### src/rtl/serial_frame_tx_pkg.sv
// Shared definitions for the serial frame transmitter: FSM state encodings,
// serial line levels and a counter-width helper.
// Imported by the interface-facing top module and by the bit timer.
package serial_frame_pkg;

    typedef enum logic [2:0] {
        S_IDLE   = 3'd0,
        S_START  = 3'd1,
        S_DATA   = 3'd2,
        S_PARITY = 3'd3,
        S_STOP   = 3'd4
    } state_t;

    localparam logic IDLE_LEVEL  = 1'b1;
    localparam logic START_LEVEL = 1'b0;
    localparam logic STOP_LEVEL  = 1'b1;

    // Counter width for a modulus of n; never narrower than one bit so a
    // modulus of 1 still yields a legal vector.
    function automatic int cnt_width(input int n);
        return (n > 1) ? $clog2(n) : 1;
    endfunction

endpackage

### src/rtl/serial_frame_tx_if.sv
// Word-transfer handshake between a local producer and the serial transmitter.
// Signals: tx_valid/tx_data from the producer, tx_ready back from the transmitter.
// Modports: master = producer side, slave = transmitter side.
interface serial_frame_tx_if #(
    parameter int DATA_W = 8
);
    logic              tx_valid;
    logic [DATA_W-1:0] tx_data;
    logic              tx_ready;

    modport master (output tx_valid, output tx_data, input tx_ready);
    modport slave  (input tx_valid, input tx_data, output tx_ready);
endinterface

### src/rtl/serial_frame_tx_bit_timer.sv
// Bit-period timer: counts 0..CLKS_PER_BIT-1 and flags the terminal count.
// Ports: clk, reset (async active-low), clear (sync, holds count at 0), bit_tick.
// bit_tick is high during the last clock of every bit period.
module bit_timer
    import serial_frame_pkg::*;
#(
    parameter int CLKS_PER_BIT = 4
) (
    input  logic clk,
    input  logic reset,
    input  logic clear,
    output logic bit_tick
);
    localparam int            CW   = cnt_width(CLKS_PER_BIT);
    localparam logic [CW-1:0] LAST = CW'(CLKS_PER_BIT - 1);

    logic [CW-1:0] cnt;

    // With CLKS_PER_BIT=1 the count is pinned at 0, which is also the
    // terminal count, so every clock is a bit boundary.
    assign bit_tick = (cnt == LAST);

    always_ff @(posedge clk or negedge reset) begin
        if (!reset) begin
            cnt <= '0;
        end else if (clear || bit_tick) begin
            cnt <= '0;
        end else begin
            cnt <= cnt + CW'(1);
        end
    end
endmodule

### src/rtl/serial_frame_tx.sv
// Serial frame transmitter: start bit, DATA_W bits LSB-first, optional parity, stop bit.
// Ports: clk, reset (async active-low), bus (slave handshake), tx_out, tx_busy, tx_done.
// All outputs registered; one word accepted per frame, no buffering behind tx_ready.
module serial_frame_tx
    import serial_frame_pkg::*;
#(
    parameter int DATA_W       = 8,
    parameter int CLKS_PER_BIT = 4,
    parameter bit PARITY_EN    = 1'b0,
    parameter bit PARITY_ODD   = 1'b0
) (
    input  logic               clk,
    input  logic               reset,
    serial_frame_tx_if.slave   bus,
    output logic               tx_out,
    output logic               tx_busy,
    output logic               tx_done
);
    localparam int            BW       = cnt_width(DATA_W);
    localparam logic [BW-1:0] LAST_BIT = BW'(DATA_W - 1);

    state_t            state_q, state_d;
    logic [DATA_W-1:0] shift_q, shift_d, shift_next;
    logic [BW-1:0]     bit_cnt_q, bit_cnt_d;
    logic              par_q, par_d;
    logic              ready_q, ready_d;
    logic              out_d, busy_d, done_d;
    logic              bit_tick;
    logic              timer_clear;

    assign bus.tx_ready = ready_q;

    // Holding the timer cleared while idle means it sits at 0 on the
    // acceptance edge, so the start bit gets a full bit period.
    assign timer_clear = (state_q == S_IDLE);

    bit_timer #(
        .CLKS_PER_BIT (CLKS_PER_BIT)
    ) u_bit_timer (
        .clk      (clk),
        .reset    (reset),
        .clear    (timer_clear),
        .bit_tick (bit_tick)
    );

    assign shift_next = shift_q >> 1;

    always_comb begin
        state_d   = state_q;
        shift_d   = shift_q;
        bit_cnt_d = bit_cnt_q;
        par_d     = par_q;
        ready_d   = ready_q;
        out_d     = tx_out;
        busy_d    = tx_busy;
        done_d    = 1'b0;

        case (state_q)
            S_IDLE: begin
                ready_d = 1'b1;
                busy_d  = 1'b0;
                out_d   = IDLE_LEVEL;
                if (bus.tx_valid && ready_q) begin
                    shift_d   = bus.tx_data;
                    par_d     = (^bus.tx_data) ^ PARITY_ODD;
                    bit_cnt_d = '0;
                    state_d   = S_START;
                    out_d     = START_LEVEL;
                    ready_d   = 1'b0;
                    busy_d    = 1'b1;
                end
            end
            S_START: begin
                if (bit_tick) begin
                    state_d   = S_DATA;
                    out_d     = shift_q[0];
                    bit_cnt_d = '0;
                end
            end
            S_DATA: begin
                if (bit_tick) begin
                    if (bit_cnt_q == LAST_BIT) begin
                        if (PARITY_EN) begin
                            state_d = S_PARITY;
                            out_d   = par_q;
                        end else begin
                            state_d = S_STOP;
                            out_d   = STOP_LEVEL;
                        end
                    end else begin
                        // The register drives tx_out, so the next bit is
                        // taken from the already-shifted value.
                        shift_d   = shift_next;
                        out_d     = shift_next[0];
                        bit_cnt_d = bit_cnt_q + BW'(1);
                    end
                end
            end
            S_PARITY: begin
                if (bit_tick) begin
                    state_d = S_STOP;
                    out_d   = STOP_LEVEL;
                end
            end
            S_STOP: begin
                if (bit_tick) begin
                    state_d = S_IDLE;
                    out_d   = IDLE_LEVEL;
                    done_d  = 1'b1;
                    ready_d = 1'b1;
                    busy_d  = 1'b0;
                end
            end
            default: begin
                state_d = S_IDLE;
                out_d   = IDLE_LEVEL;
                busy_d  = 1'b0;
            end
        endcase
    end

    always_ff @(posedge clk or negedge reset) begin
        if (!reset) begin
            state_q   <= S_IDLE;
            shift_q   <= '0;
            bit_cnt_q <= '0;
            par_q     <= 1'b0;
            ready_q   <= 1'b0;
            tx_out    <= IDLE_LEVEL;
            tx_busy   <= 1'b0;
            tx_done   <= 1'b0;
        end else begin
            state_q   <= state_d;
            shift_q   <= shift_d;
            bit_cnt_q <= bit_cnt_d;
            par_q     <= par_d;
            ready_q   <= ready_d;
            tx_out    <= out_d;
            tx_busy   <= busy_d;
            tx_done   <= done_d;
        end
    end
endmodule

### src/flat_wrapper.sv
// flat-port wrapper written by rule: the top's interface ports become plain ports
module serial_frame_tx_flat import serial_frame_pkg::*;
#(
    parameter int DATA_W       = 8,
    parameter int CLKS_PER_BIT = 4,
    parameter bit PARITY_EN    = 1'b0,
    parameter bit PARITY_ODD   = 1'b0
)
  (clk, reset, tx_out, tx_busy, tx_done, bus_tx_valid, bus_tx_data, bus_tx_ready);
  serial_frame_tx_if #(.DATA_W(DATA_W)) bus_i ();
  input  logic clk;
  input  logic reset;
  output logic tx_out;
  output logic tx_busy;
  output logic tx_done;
  input wire logic [$bits(bus_i.tx_valid)-1:0] bus_tx_valid;
  input wire logic [$bits(bus_i.tx_data)-1:0] bus_tx_data;
  output wire logic [$bits(bus_i.tx_ready)-1:0] bus_tx_ready;
  assign bus_i.tx_valid = bus_tx_valid;
  assign bus_i.tx_data = bus_tx_data;
  assign bus_tx_ready = bus_i.tx_ready;
  serial_frame_tx #(.DATA_W(DATA_W), .CLKS_PER_BIT(CLKS_PER_BIT), .PARITY_EN(PARITY_EN), .PARITY_ODD(PARITY_ODD)) u_core (.clk(clk), .reset(reset), .bus(bus_i), .tx_out(tx_out), .tx_busy(tx_busy), .tx_done(tx_done));
endmodule
### config.mk
export PLATFORM = sky130hd
export DESIGN_NAME = serial_frame_tx_flat
export DESIGN_NICKNAME = d
export VERILOG_FILES = /design/src/rtl/serial_frame_tx_pkg.sv /design/src/rtl/serial_frame_tx_if.sv /design/src/rtl/serial_frame_tx_bit_timer.sv /design/src/rtl/serial_frame_tx.sv /design/src/flat_wrapper.sv
export SDC_FILE = /design/constraint.sdc
export NUM_CORES = 1
export LEC_CHECK = 0
export ABC_AREA = 1
export BUFFER_PORTS_ARGS = -buffer_cell sky130_fd_sc_hd__buf_2
export CAP_MARGIN = 20
export CORE_MARGIN = 4
export CORE_UTILIZATION = 55
export DETAILED_ROUTE_END_ITERATION = 10
export HOLD_SLACK_MARGIN = 0.06
export PLACE_DENSITY_LB_ADDON = 0.25
export SLEW_MARGIN = 15
export SYNTH_ARGS = -nofsm -noshare
export SYNTH_HDL_FRONTEND = slang
export SYNTH_HIERARCHICAL = 1
export SYNTH_SLANG_ARGS = --single-unit
### constraint.sdc
create_clock -name clk -period 3.6 [get_ports clk]
set_input_delay 0.54 -clock clk [delete_from_list [all_inputs] [get_ports clk]]
set_output_delay 0.54 -clock clk [all_outputs]
set_load 0.05 [all_outputs]
# Yosys cells after proc, flatten, opt, wreduce, memory -nomap -nowiden
# Cells that the tools add are included.
# word_totals
ff_bits	20
in_bits	11
wordCells	67
output_inout_bits	4
# op_classes
bitwise_logic	1
n_eq_ne	14
n_reduce_logical	14
mux	28
add_sub_neg	2
# ops
cell	count
$mux W3	9
$mux W8	3
$pmux W8 S2	1
$pmux W3 S5	1
$ne A2 B2 Y1 const B	5
$mux W1	9
$pmux W3 S3	1
$eq A3 B2 Y1 const B	2
$eq A3 B3 Y1 const B	2
$ne A2 B1 Y1 const B	3
$reduce_and A6 Y1	1
$reduce_and A5 Y1	1
$pmux W1 S4	1
$reduce_and A2 Y1	2
$reduce_and A4 Y1	1
$reduce_bool A2 Y1	2
$add A3 B1 Y3 const B	1
$eq A3 B1 Y1 const B	1
$logic_not A3 Y1	1
$pmux W1 S3	1
$reduce_and A3 Y1	1
$reduce_bool A3 Y1	1
$reduce_or A3 Y1	1
$add A2 B1 Y2 const B	1
other kinds (7)	7

# Longest topological paths before layout
# Gate-level depths: netlist of the first run.
# depth
depth_word	4
depth_mapped	9
ltp_nobuf	9

# Hierarchy
# Netlist of the first run, hierarchy kept.
# by_module_without_submodules
module	seq_area_each_um2	area_per_inst_um2	cells_per_inst	n_inst
serial_frame_tx	451.7	1126.1	140	1
bit_timer	50.0	85.1	9	1

# Worst setup path after synthesis of the first run
# Ideal clock, no wire load.
# synth_path
kind	flip-flop to flip-flop
start	reg u_core.bit_cnt_q[0]
end	reg u_core.shift_q[1]
n_path_buf	0
setup_slack_ns	2.241
t_required_ns	3.483
arrival_time_ns	1.242
path_stages_with_launch	9
path_cell_list	dfrtp_1 ha_1 ha_1 inv_1 nand3_4 nand2_4 nand2_4 nand2_1 nand2_1
# synth_between
elab_chain_cells	3
# synth_rtl
element	line	rtl
start, declared	serial_frame_tx.sv:24	logic [BW-1:0] bit_cnt_q, bit_cnt_d;
start signal, assigned	serial_frame_tx.sv:135	bit_cnt_q <= bit_cnt_d;
$eq A3 B3 Y1	serial_frame_tx.sv:82	if (bit_cnt_q == LAST_BIT) begin
$ne A2 B2 Y1 (no source line)	--	
$reduce_and A4 Y1 (no source line)	--	
end signal, assigned	serial_frame_tx.sv:134	shift_q <= shift_d;
end, declared	serial_frame_tx.sv:23	logic [DATA_W-1:0] shift_q, shift_d, shift_next;
# No other way between the ends.
# A chain may end at the register's enable or synchronous reset.

# Worst setup path after layout of the first run
# layout_path
start	reg u_core.tx_out
end	out tx_out
# layout_rtl
element	line	rtl
start, declared	serial_frame_tx.sv:15	output logic tx_out,
start signal, assigned	serial_frame_tx.sv:138	tx_out <= out_d;
end, declared	flat_wrapper.sv:13	output logic tx_out;
# No word-level cell between the ends.

==> key figures, run 1 <==
Timing
  • Crit share post-route: a little under half
  • Tmin final: around 1.6 ns
  • FMAX: approximately 600 MHz
  • Clock skew: ~0.0032 ns
  • Number of setup violations in the final report: 0
  • Worst slew margin: 67.9%
  • Actual slew at the worst max-slew pin: just under 0.5 ns
  • Fin. Hold Viols: 0
  • Final setup TNS: 0 ns
  • RSZ-0062 raised after global routing: no
  • Pins Over Slew Limit: 0

Global route
  • Busiest layer in global routing: met2
  • Vias in the first global route: slightly below 1000
  • Total gr overflow: 0
  • First-pass GRT wire length: just over 4 mm
  • Initial antenna violation count: 0
  • GRT Resource Usage Total: between 10% and 20%
  • Met1 Track Usage GR: between 20 and 25%
  • Grt met3 use: under 10%
  • Largest net degree at the start of global routing: 21
  • Met2 GRT Util: 33.1%

Status
  • Outcome: completed

Worst setup path
  • CP peak stage delay: between 0.5 and 0.6 ns
  • Crit. Startpoint: u_core/tx_out
  • Worst Path Class, Setup: reg2out
  • CP max stage cell: dfstp_2
  • Worst Path Buf+Inv: 1
  • Crit start category: flop
  • CP arrival: around 1.1 ns
  • Worst Path Required: 3.06 ns
  • Crit Reg-Reg Startpoint: u_core/bit_cnt_q[0]
  • Crit Path Max Fanout: 2
  • Critical-path cell list: buf_2
  • Cell family with most CP delay: flip-flops
  • Worst Setup End Kind: primary output

Place
  • HPWL after DPL: about 1.8 mm
  • Placer Congestion: 0.945
  • Placed cell areas: 1280 sq um
  • Port Buffers: 14

Clock tree
  • CTS tree: built
  • Resized Gates After CTS: 0
  • Clock Latency Late Sink: about 0.29 ns
  • Clock transition at the registers of the reported paths: 0.11 ns
  • Longest Clk Path Bufs: 2
  • TritonCTS buffer count: 3
  • H-tree depth: 1
  • Post-CTS setup buffers: 0
  • # hold bufs at CTS: 0
  • Sink Count: 20
  • CTS Root Buffer Type: clkbuf_4

Die
  • Core area: ~2000 sq um
  • Die Wd: 54.9 um
  • Die Footprint: between 3000 and 4000 sq um
  • Core Rows: 16
  • Boundary Pins: 15
  • Die height: ~55 um
  • Initial Utilization: between 50 and 60%

Pwr
  • P_sw: ~0.00057 W
  • Pwr/cell area: 855 nW/um^2
  • Overall Power: around 0.0011 W
  • Gate power share: a little over half
  • P_leak: around 0.75 nW
  • Cell internal pwr: 0.000549 W
  • Sequential power share: 36.7%
  • Max VDD drop: between 0.0006 and 0.0007 V
  • Switching share of total power: 50.8%
  • Clock share of power: a little under a tenth

Logic synthesis
  • Mux cell area share after synthesis: 0%
  • Yosys reg bits: 20
  • Main combinational cell family by area after synthesis: simple AND/OR/NAND/NOR gates
  • Mapped Cells: roughly 150
  • XOR/XNOR Fraction of Synth Area: 0%
  • Warnings from Yosys: 6
  • Post-Synthesis Cell Area: 1210 sq um
  • Syn Nets: 163
  • Netlist cell types: 24
  • Part of the Yosys area used for sequential elements: roughly two fifths
  • Synth Area in Adders: under 10%
  • Area fraction in compound gates after synthesis: 1.65%
  • Post-Synth Simple-Gate Area: 46.4%
  • Synthesized area per cell: roughly 8.1 sq um

Finish
  • Synth-to-layout area growth: 7.95%
  • Proportion of layout cells with a drive suffix above 1: a little under a quarter
  • Non-Filler Cell Area, Final: 1310 sq um
  • Fin nets: 179
  • N_diodes: 0

Routing
  • Average wire per standard cell: about 12 um
  • Drt first pass iters: 4
  • Final wirelength: between 2 and 2.5 mm
  • Remaining antenna violation count after routing: 0
  • DR vias: 984
  • Drt drc: 0
  • Initial DRC count: 12
  • Via density: 5.15

Job
  • Max Cap Viol: 0

Min path
  • Hold WC Path Type: in2async
## stage by stage
step / utilization [%] / std cells / hold slack (ns) / setup slack, ns
after floorplan: - / 149 / 0.244 / 2.24
after global placement: 63.4 / 187 / 0.416 / 2.16
after detailed placement: 63.4 / 187 / 0.436 / 2.11
after CTS: 64.7 / 191 / 0.170 / 1.95
after global routing: 64.7 / 191 / 0.190 / 1.93
final: 64.7 / 191 / 0.169 / 1.97
## cell usage in the layout, fill, tap and decap left out, drive strengths merged, types with 2 or more instances in the layout
cell     n
ha       3
dfrtp   19
nand4    2
buf     14
nand2   72
nand3   21
inv     13
nor2     9
o21ai    3
clkbuf   4
## synthesized netlist by cell type, drive strengths merged
library cell / instances / share of area [%]
nand2: 72 / 25
nand3: 21 / 12
dfrtp: 19 / 39
inv: 13 / 4.6
nor2: 9 / 6.3
buf: 3 / 2.8
ha: 3 / 3.1
o21ai: 3 / 1.2
nand4: 2 / 1.5
a21oi: 1 / 0.41
dfstp: 1 / 2.2
nand3b: 1 / 0.62
or2: 1 / 0.52
## path summary, 6_finish.rpt
check	end	slack (ns)	cells after the start
worst max-delay path	tx_out	1.97	1
worst min-delay path	u_core/state_q[2]	0.17	1
worst max register to register	u_core/shift_q[6]	2.09	8
worst min register to register	u_core/u_bit_timer/cnt[0]	0.45	1
max in group asynchronous	u_core/tx_out	3.10	1
min in group clk	u_core/u_bit_timer/cnt[0]	0.45	1
## registers in the layout, indices dropped and copies added, names as in the netlist
signal / count
u_core/tx_done: 1
u_core/bit_cnt_q: 3
u_core/tx_busy: 1
u_core/bus.tx_ready: 1
u_core/shift_q: 8
u_core/u_bit_timer/cnt: 2
u_core/state_q: 3
u_core/tx_out: 1
## final cells by class
cell class | count | area, sq um
inverters | 13 | 56.3
repair buffers | 14 | 70.1
multi-input cells | 113 | 619
flip-flops and latches | 20 | 502
clock buffers | 4 | 26.3
fillers | 175 | 714
well taps | 27 | 33.8
## layer usage
| metal | vias up | wire [um] |
|---|---|---|
| li1 | 502 | - |
| met1 | 449 | 952 |
| met2 | 25 | 1200 |
| met3 | 8 | 81 |
| met4 | 0 | 59 |
| met5 | - | 0 |
## worst register-to-register path, stage by stage (launching register included)
cell	delay (ns)
dfrtp_1	0.41
ha_1	0.21
ha_1	0.20
inv_1	0.14
nand3_4	0.10
nand2_4	0.14
nand2_4	0.09
nand2_1	0.07
nand2_1	0.05
## power by group through the flow
stage | Combinational [W] | Sequential, W | Clock, W
after floorplan | 0.000502 | 0.000411 | 0
after global placement | 0.000583 | 0.000411 | 0
after detailed placement | 0.000605 | 0.000415 | 0
after CTS | 0.000608 | 0.000410 | 0.000113
after global routing | 0.000677 | 0.000425 | 0.000120
final | 0.000600 | 0.000410 | 0.000107
## logic make-up (layout without fill, tap and decap cells)
family | after synthesis | in the layout
fa+ha+maj | 3 | 3
flops | 20 | 20
buf+inv | 16 | 31
simple gates | 106 | 106
compound gates | 4 | 4
No activity file was read; power rests on OpenSTA's default activity.
==> inputs of run 2 (changes only) <==
CORE_UTILIZATION = 51   (was 55)
clock period = 1.4 ns   (was 3.6 ns; I/O delays follow)
==> run 2 against run 1 <==
Net effect:
- the run now ends with negative setup slack left
- power rose to 3.0 times the previous value
- sequential share of layout area fell by 4.1 points
- non-clock buffer count rose by 9
- die area up 6.7%
- global-route usage fell by 2.2 points
- setup slack worse by 2.0 ns
- combinational power grew to 3.0 times the previous value
- highest routed layer unchanged
==> key figures, run 2 (synthesized netlist as in run 1, its figures left out) <==
Clock tree
  • H-tree depth: 1
  • Sink Count: 20
  • Clock Latency Late Sink: roughly 0.3 ns
  • CTS tree: built
  • TritonCTS buffer count: 3
  • Longest Clk Path Bufs: 2
  • CTS Root Buffer Type: clkbuf_4
  • Clock transition at the registers of the reported paths: about 0.12 ns

Timing
  • Fin. Hold Viols: 0
  • RSZ-0062 raised after global routing: yes
  • Actual slew at the worst max-slew pin: between 0.4 and 0.5 ns
  • Number of setup violations in the final report: 3
  • PnR worst setup slack: -0.00476 ns
  • FMAX: about 700 MHz
  • Worst slew margin: roughly 71%
  • Clock skew: between 0.003 and 0.004 ns
  • Crit share post-route: 100%
  • Tmin final: between 1 and 1.5 ns
  • Pins Over Slew Limit: 0

Die
  • Initial Utilization: a little over half
  • Die height: about 57 um
  • Core Rows: 17
  • Die Footprint: about 3200 sq um
  • Die Wd: 56.7 um
  • Boundary Pins: 15
  • Core area: roughly 2200 sq um

Worst setup path
  • Crit Path Max Fanout: 8
  • Worst Reg-to-Reg Cells: 8
  • Worst Path Required: around 1.6 ns
  • Reg2reg end: u_core/shift_q[3]
  • Crit Reg-Reg Startpoint: u_core/bit_cnt_q[1]
  • CP arrival: around 1.6 ns
  • Worst Setup End Kind: flop
  • Setup slack, reg-to-reg: -0.005 ns
  • Crit start category: flop
  • Worst Path Class, Setup: reg2reg

Pwr
  • P_leak: 0.803 nW
  • Pwr/cell area: roughly 2200 nW/um^2
  • Max VDD drop: 0.00123 V

Finish
  • Max reg flops: 8
  • Synth-to-layout area growth: 21.9%
  • Proportion of layout cells with a drive suffix above 1: 34.5%
  • Largest register by flop count: u_core/shift_q
  • Non-Filler Cell Area, Final: 1480 sq um
  • Fin nets: 189
  • Commonest non-fill, non-tap cell in the layout: nand2_1
  • Filler cells: 180
  • Largest regs: u_core/shift_q x8, u_core/bit_cnt_q x3, u_core/state_q x3
  • N_diodes: 0
  • Most frequent cells in the layout: nand2_1, nand3_1, dfrtp_1

Routing
  • Via density: just over 5
  • Average wire per standard cell: roughly 12 um
  • Remaining antenna violation count after routing: 0
  • DR vias: 1040
  • Final wirelength: 2.47 mm
  • Drt first pass iters: 4
  • Initial DRC count: 38
  • Drt drc: 0

Place
  • Placer Congestion: 0.856
  • Port Buffers: 14
  • Placed cell areas: between 1000 and 1500 sq um
  • Setup Slack @ Placement: -0.0870 ns
  • HPWL after DPL: about 1.8 mm

Min path
  • Worst min-delay path endpoint: u_core/shift_q[7]
  • Hold path startpoint: bus_tx_data[7]
  • WHS Path Cells: 3
  • Hold WC Path Type: in2reg

Global route
  • GRT Resource Usage Total: between 15 and 20%
  • Largest net degree at the start of global routing: 21
  • Total gr overflow: 0
  • Vias in the first global route: ~1000
  • First-pass GRT wire length: around 4.3 mm
  • Initial antenna violation count: 0

Job
  • Max Cap Viol: 0

Status
  • Failing checks: negative setup slack
  • Outcome: finished, violations left
## run 2: worst max path at each step
stage / start / endpoint / slack (ns) / cells after the start
2_1_floorplan: u_core/bit_cnt_q[0] / u_core/shift_q[1] / 0.04 / 8
3_3_place_gp: u_core/bit_cnt_q[0] / u_core/shift_q[7] / -0.02 / 8
3_5_place_dp: u_core/bit_cnt_q[0] / u_core/shift_q[5] / -0.09 / 8
4_1_cts: u_core/bit_cnt_q[0] / u_core/shift_q[2] / 0.004 / 8
5_1_grt: u_core/bit_cnt_q[1] / u_core/shift_q[3] / -0.05 / 8
6_report: u_core/bit_cnt_q[1] / u_core/shift_q[3] / -0.005 / 8
## run 2: cell type report
class                           instances  area (sq um)  area share, %
Clock buffer                            3          22.5           1.53
Inverter                               13          61.3           4.15
Tap cell                               28          35.0           2.37
Sequential cell                        20           505           34.2
Timing Repair Buffer                   23           140           9.49
Multi-Input combinational cell        114           682           46.2
Clock inverter                          1          30.0           2.03
## run 2: metrics by stage
step                      setup TNS (ns)  utilization (%)  power (W)  hold slack (ns)  instances
after CTS                              0             64.1    0.00325            0.119        200
after floorplan                        0                -    0.00235          -0.0856        149
after detailed placement          -0.625             58.8    0.00265            0.181        192
after global routing              -0.383             66.1    0.00357            0.140        202
final                           -0.00910             66.1    0.00330            0.132        202
after global placement            -0.134             58.8    0.00260            0.177        192
## run 2: per-layer routing
metal	share of wire, %	routed length [um]	vias to the layer above	track usage (%)
li1	-	-	521	-
met3	4.6	113	2	2.07
met1	43	1050	495	20.9
met5	0	0	-	0
met4	0.73	18	0	5.96
met2	52	1290	22	30.0
## run 2: power by group
part           switching, W  leakage [nW]  internal (W)
logic               0.00116         0.524      0.000613
registers          0.000241         0.252      0.000817
clock network      0.000179        0.0279      0.000289
total               0.00158         0.803       0.00172
## run 2: worst max-delay path, cell delays in order, from the launching register on
cell and delay (ns):
dfrtp_1 0.42, ha_2 0.21, ha_4 0.17, inv_4 0.06, nand3_4 0.13, nand2_8 0.14, nand2_8 0.07, nand2_2 0.08
nand2_2 0.04
## run 2: what timing repair did
item,4_1_cts,5_1_grt
pin swaps,1,4
endpoints found under the hold margin,19,0
gates resized for setup,8,10
buffers inserted,2,2
setup endpoints to repair,14,15
cloned,1,0
hold buffers,1,0
==> inputs of run 3 (changes only) <==
CORE_MARGIN = unset   (was 4)
==> run 3 against run 2 <==
Net effect:
- the run now ends clean
- cell area shrank 1.9%
- fmax grew 2.3%
- sequential cell count is the same
- critical path type unchanged
- highest routed layer unchanged
==> key figures, run 3 (synthesized netlist as in run 1, its figures left out) <==
Status
  • Outcome: completed

Worst setup path
  • Worst Path Buf+Inv: 1
  • Crit start category: flop
  • CP peak stage delay: approximately 0.41 ns
  • Critical-path cell list: ha_2 -> ha_4 -> inv_4 -> nand3_4 -> nand2_4 -> nand2_8 -> nand2_2 -> nand2_1
  • Cell family with most CP delay: simple AND/OR/NAND/NOR gates
  • CP max stage cell: dfrtp_1
  • Worst Setup End Kind: flop
  • Crit Path Max Fanout: 8
  • CP arrival: 1.56 ns
  • Worst Path Required: 1.59 ns
  • Worst Path Class, Setup: reg2reg

Finish
  • Synth-to-layout area growth: 19.6%
  • Non-Filler Cell Area, Final: roughly 1400 sq um
  • Largest regs: u_core/shift_q x8, u_core/bit_cnt_q x3, u_core/state_q x3
  • Commonest non-fill, non-tap cell in the layout: nand2_1
  • Fin nets: around 190
  • Count of non-filler cells in the finished layout: 200
  • Max reg flops: 8
  • N_diodes: 0
  • Proportion of layout cells with a drive suffix above 1: roughly 34%
  • Largest register by flop count: u_core/shift_q
  • Most frequent cells in the layout: nand2_1, nand3_1, dfrtp_1
  • Final Util: around two thirds

Pwr
  • Pwr/cell area: around 2300 nW/um^2
  • Overall Power: around 0.0033 W
  • P_leak: around 0.8 nW
  • Max VDD drop: roughly 0.0015 V

Routing
  • Average wire per standard cell: around 12 um
  • Final wirelength: around 2.4 mm
  • Via density: roughly 5.2
  • Initial DRC count: 14
  • Drt first pass iters: 4
  • Drt drc: 0
  • DR vias: between 1000 and 1500
  • Remaining antenna violation count after routing: 0

Die
  • Boundary Pins: 15
  • Die height: slightly above 50 um
  • Core area: about 2200 sq um
  • Die Wd: between 50 and 60 um
  • Core Rows: 17
  • Die Footprint: roughly 2600 sq um
  • Initial Utilization: a little over half

Global route
  • Largest net degree at the start of global routing: 21
  • Vias in the first global route: around 930
  • GRT Resource Usage Total: between 20% and 30%
  • Total gr overflow: 0
  • First-pass GRT wire length: around 4.0 mm
  • Initial antenna violation count: 0

Place
  • Placer Congestion: about 0.86
  • HPWL after DPL: 1.72 mm
  • Placed instance count: roughly 190
  • Placed cell areas: around 1300 sq um
  • Port Buffers: 14
  • Setup Slack @ Placement: -0.0761 ns

Timing
  • Number of setup violations in the final report: 0
  • Actual slew at the worst max-slew pin: 0.439 ns
  • Clock skew: 0.00931 ns
  • PnR worst setup slack: between 0.02 and 0.03 ns
  • Worst slew margin: 70.7%
  • FMAX: approximately 730 MHz
  • Tmin final: between 1 and 1.5 ns
  • Fin. Hold Viols: 0
  • Crit share post-route: a little over nine tenths
  • RSZ-0062 raised after global routing: yes
  • Pins Over Slew Limit: 0

Clock tree
  • H-tree depth: 1
  • Longest Clk Path Bufs: 2
  • Clock transition at the registers of the reported paths: 0.12 ns
  • Clock Latency Late Sink: ~0.3 ns
  • Sink Count: 20
  • TritonCTS buffer count: 3
  • CTS Root Buffer Type: clkbuf_4
  • CTS tree: built

Min path
  • Hold WC Path Type: in2reg

Job
  • Max Cap Viol: 0
-- run 3: layout make-up --
cell class,instances,area [sq um]
clock buffers,3,22.5
clock inverters,1,30.0
fillers,211,785
inverters,13,58.8
multi-input cells,114,659
flip-flops and latches,20,505
well taps,28,35.0
repair buffers,21,138
-- run 3: tightest hold or removal path, delay by kind of cell --
kind                   cells  cell delay, ns
and+or+nand+nor            2            0.13
buffers and inverters      1            0.07
-- run 3: final timing paths --
| check | start | endpoint | cells after the start | slack, ns |
|---|---|---|---|---|
| max | u_core/bit_cnt_q[1] | u_core/shift_q[3] | 8 | 0.03 |
| min | bus_tx_data[7] | u_core/shift_q[7] | 3 | 0.14 |
| max reg2reg | u_core/bit_cnt_q[1] | u_core/shift_q[3] | 8 | 0.03 |
| min reg2reg | u_core/u_bit_timer/cnt[0] | u_core/u_bit_timer/cnt[0] | 1 | 0.44 |
| max in group asynchronous | reset | u_core/tx_out | 2 | 0.69 |
| min in group asynchronous | reset | u_core/bus.tx_ready | 2 | 0.37 |
-- run 3: report_power, final --
part,total (W),internal [W],switching (W),leakage (nW)
logic,0.00176,0.000629,0.00113,0.519
clock network,0.000464,0.000289,0.000175,0.0279
registers,0.00105,0.000817,0.000235,0.252
-- run 3: per-layer routing --
layer | GRT usage (%) | up-vias | part of all wire (%)
met5 | 0 | - | 0
met4 | 8.33 | 0 | 0.71
met3 | 3.64 | 2 | 3.0
met2 | 35.8 | 20 | 52
met1 | 26.7 | 510 | 45
li1 | - | 514 | -
-- run 3: per-stage QoR --
step | TNS (ns) | hold slack, ns
global placement | -0.140 | 0.177
CTS | -0.00583 | 0.146
finish | 0 | 0.143
global route | -0.313 | 0.143
detailed placement | -0.521 | 0.178
floorplan | 0 | -0.0856
-- run 3: what timing repair did --
item / 4_1_cts / 5_1_grt
cloned: 1 / 0
gates resized for setup: 4 / 11
pin swaps: 1 / 4
hold buffers: 1 / 0
endpoints found under the setup margin: 12 / 16
buffers inserted: 0 / 2
hold endpoints to repair: 19 / 0
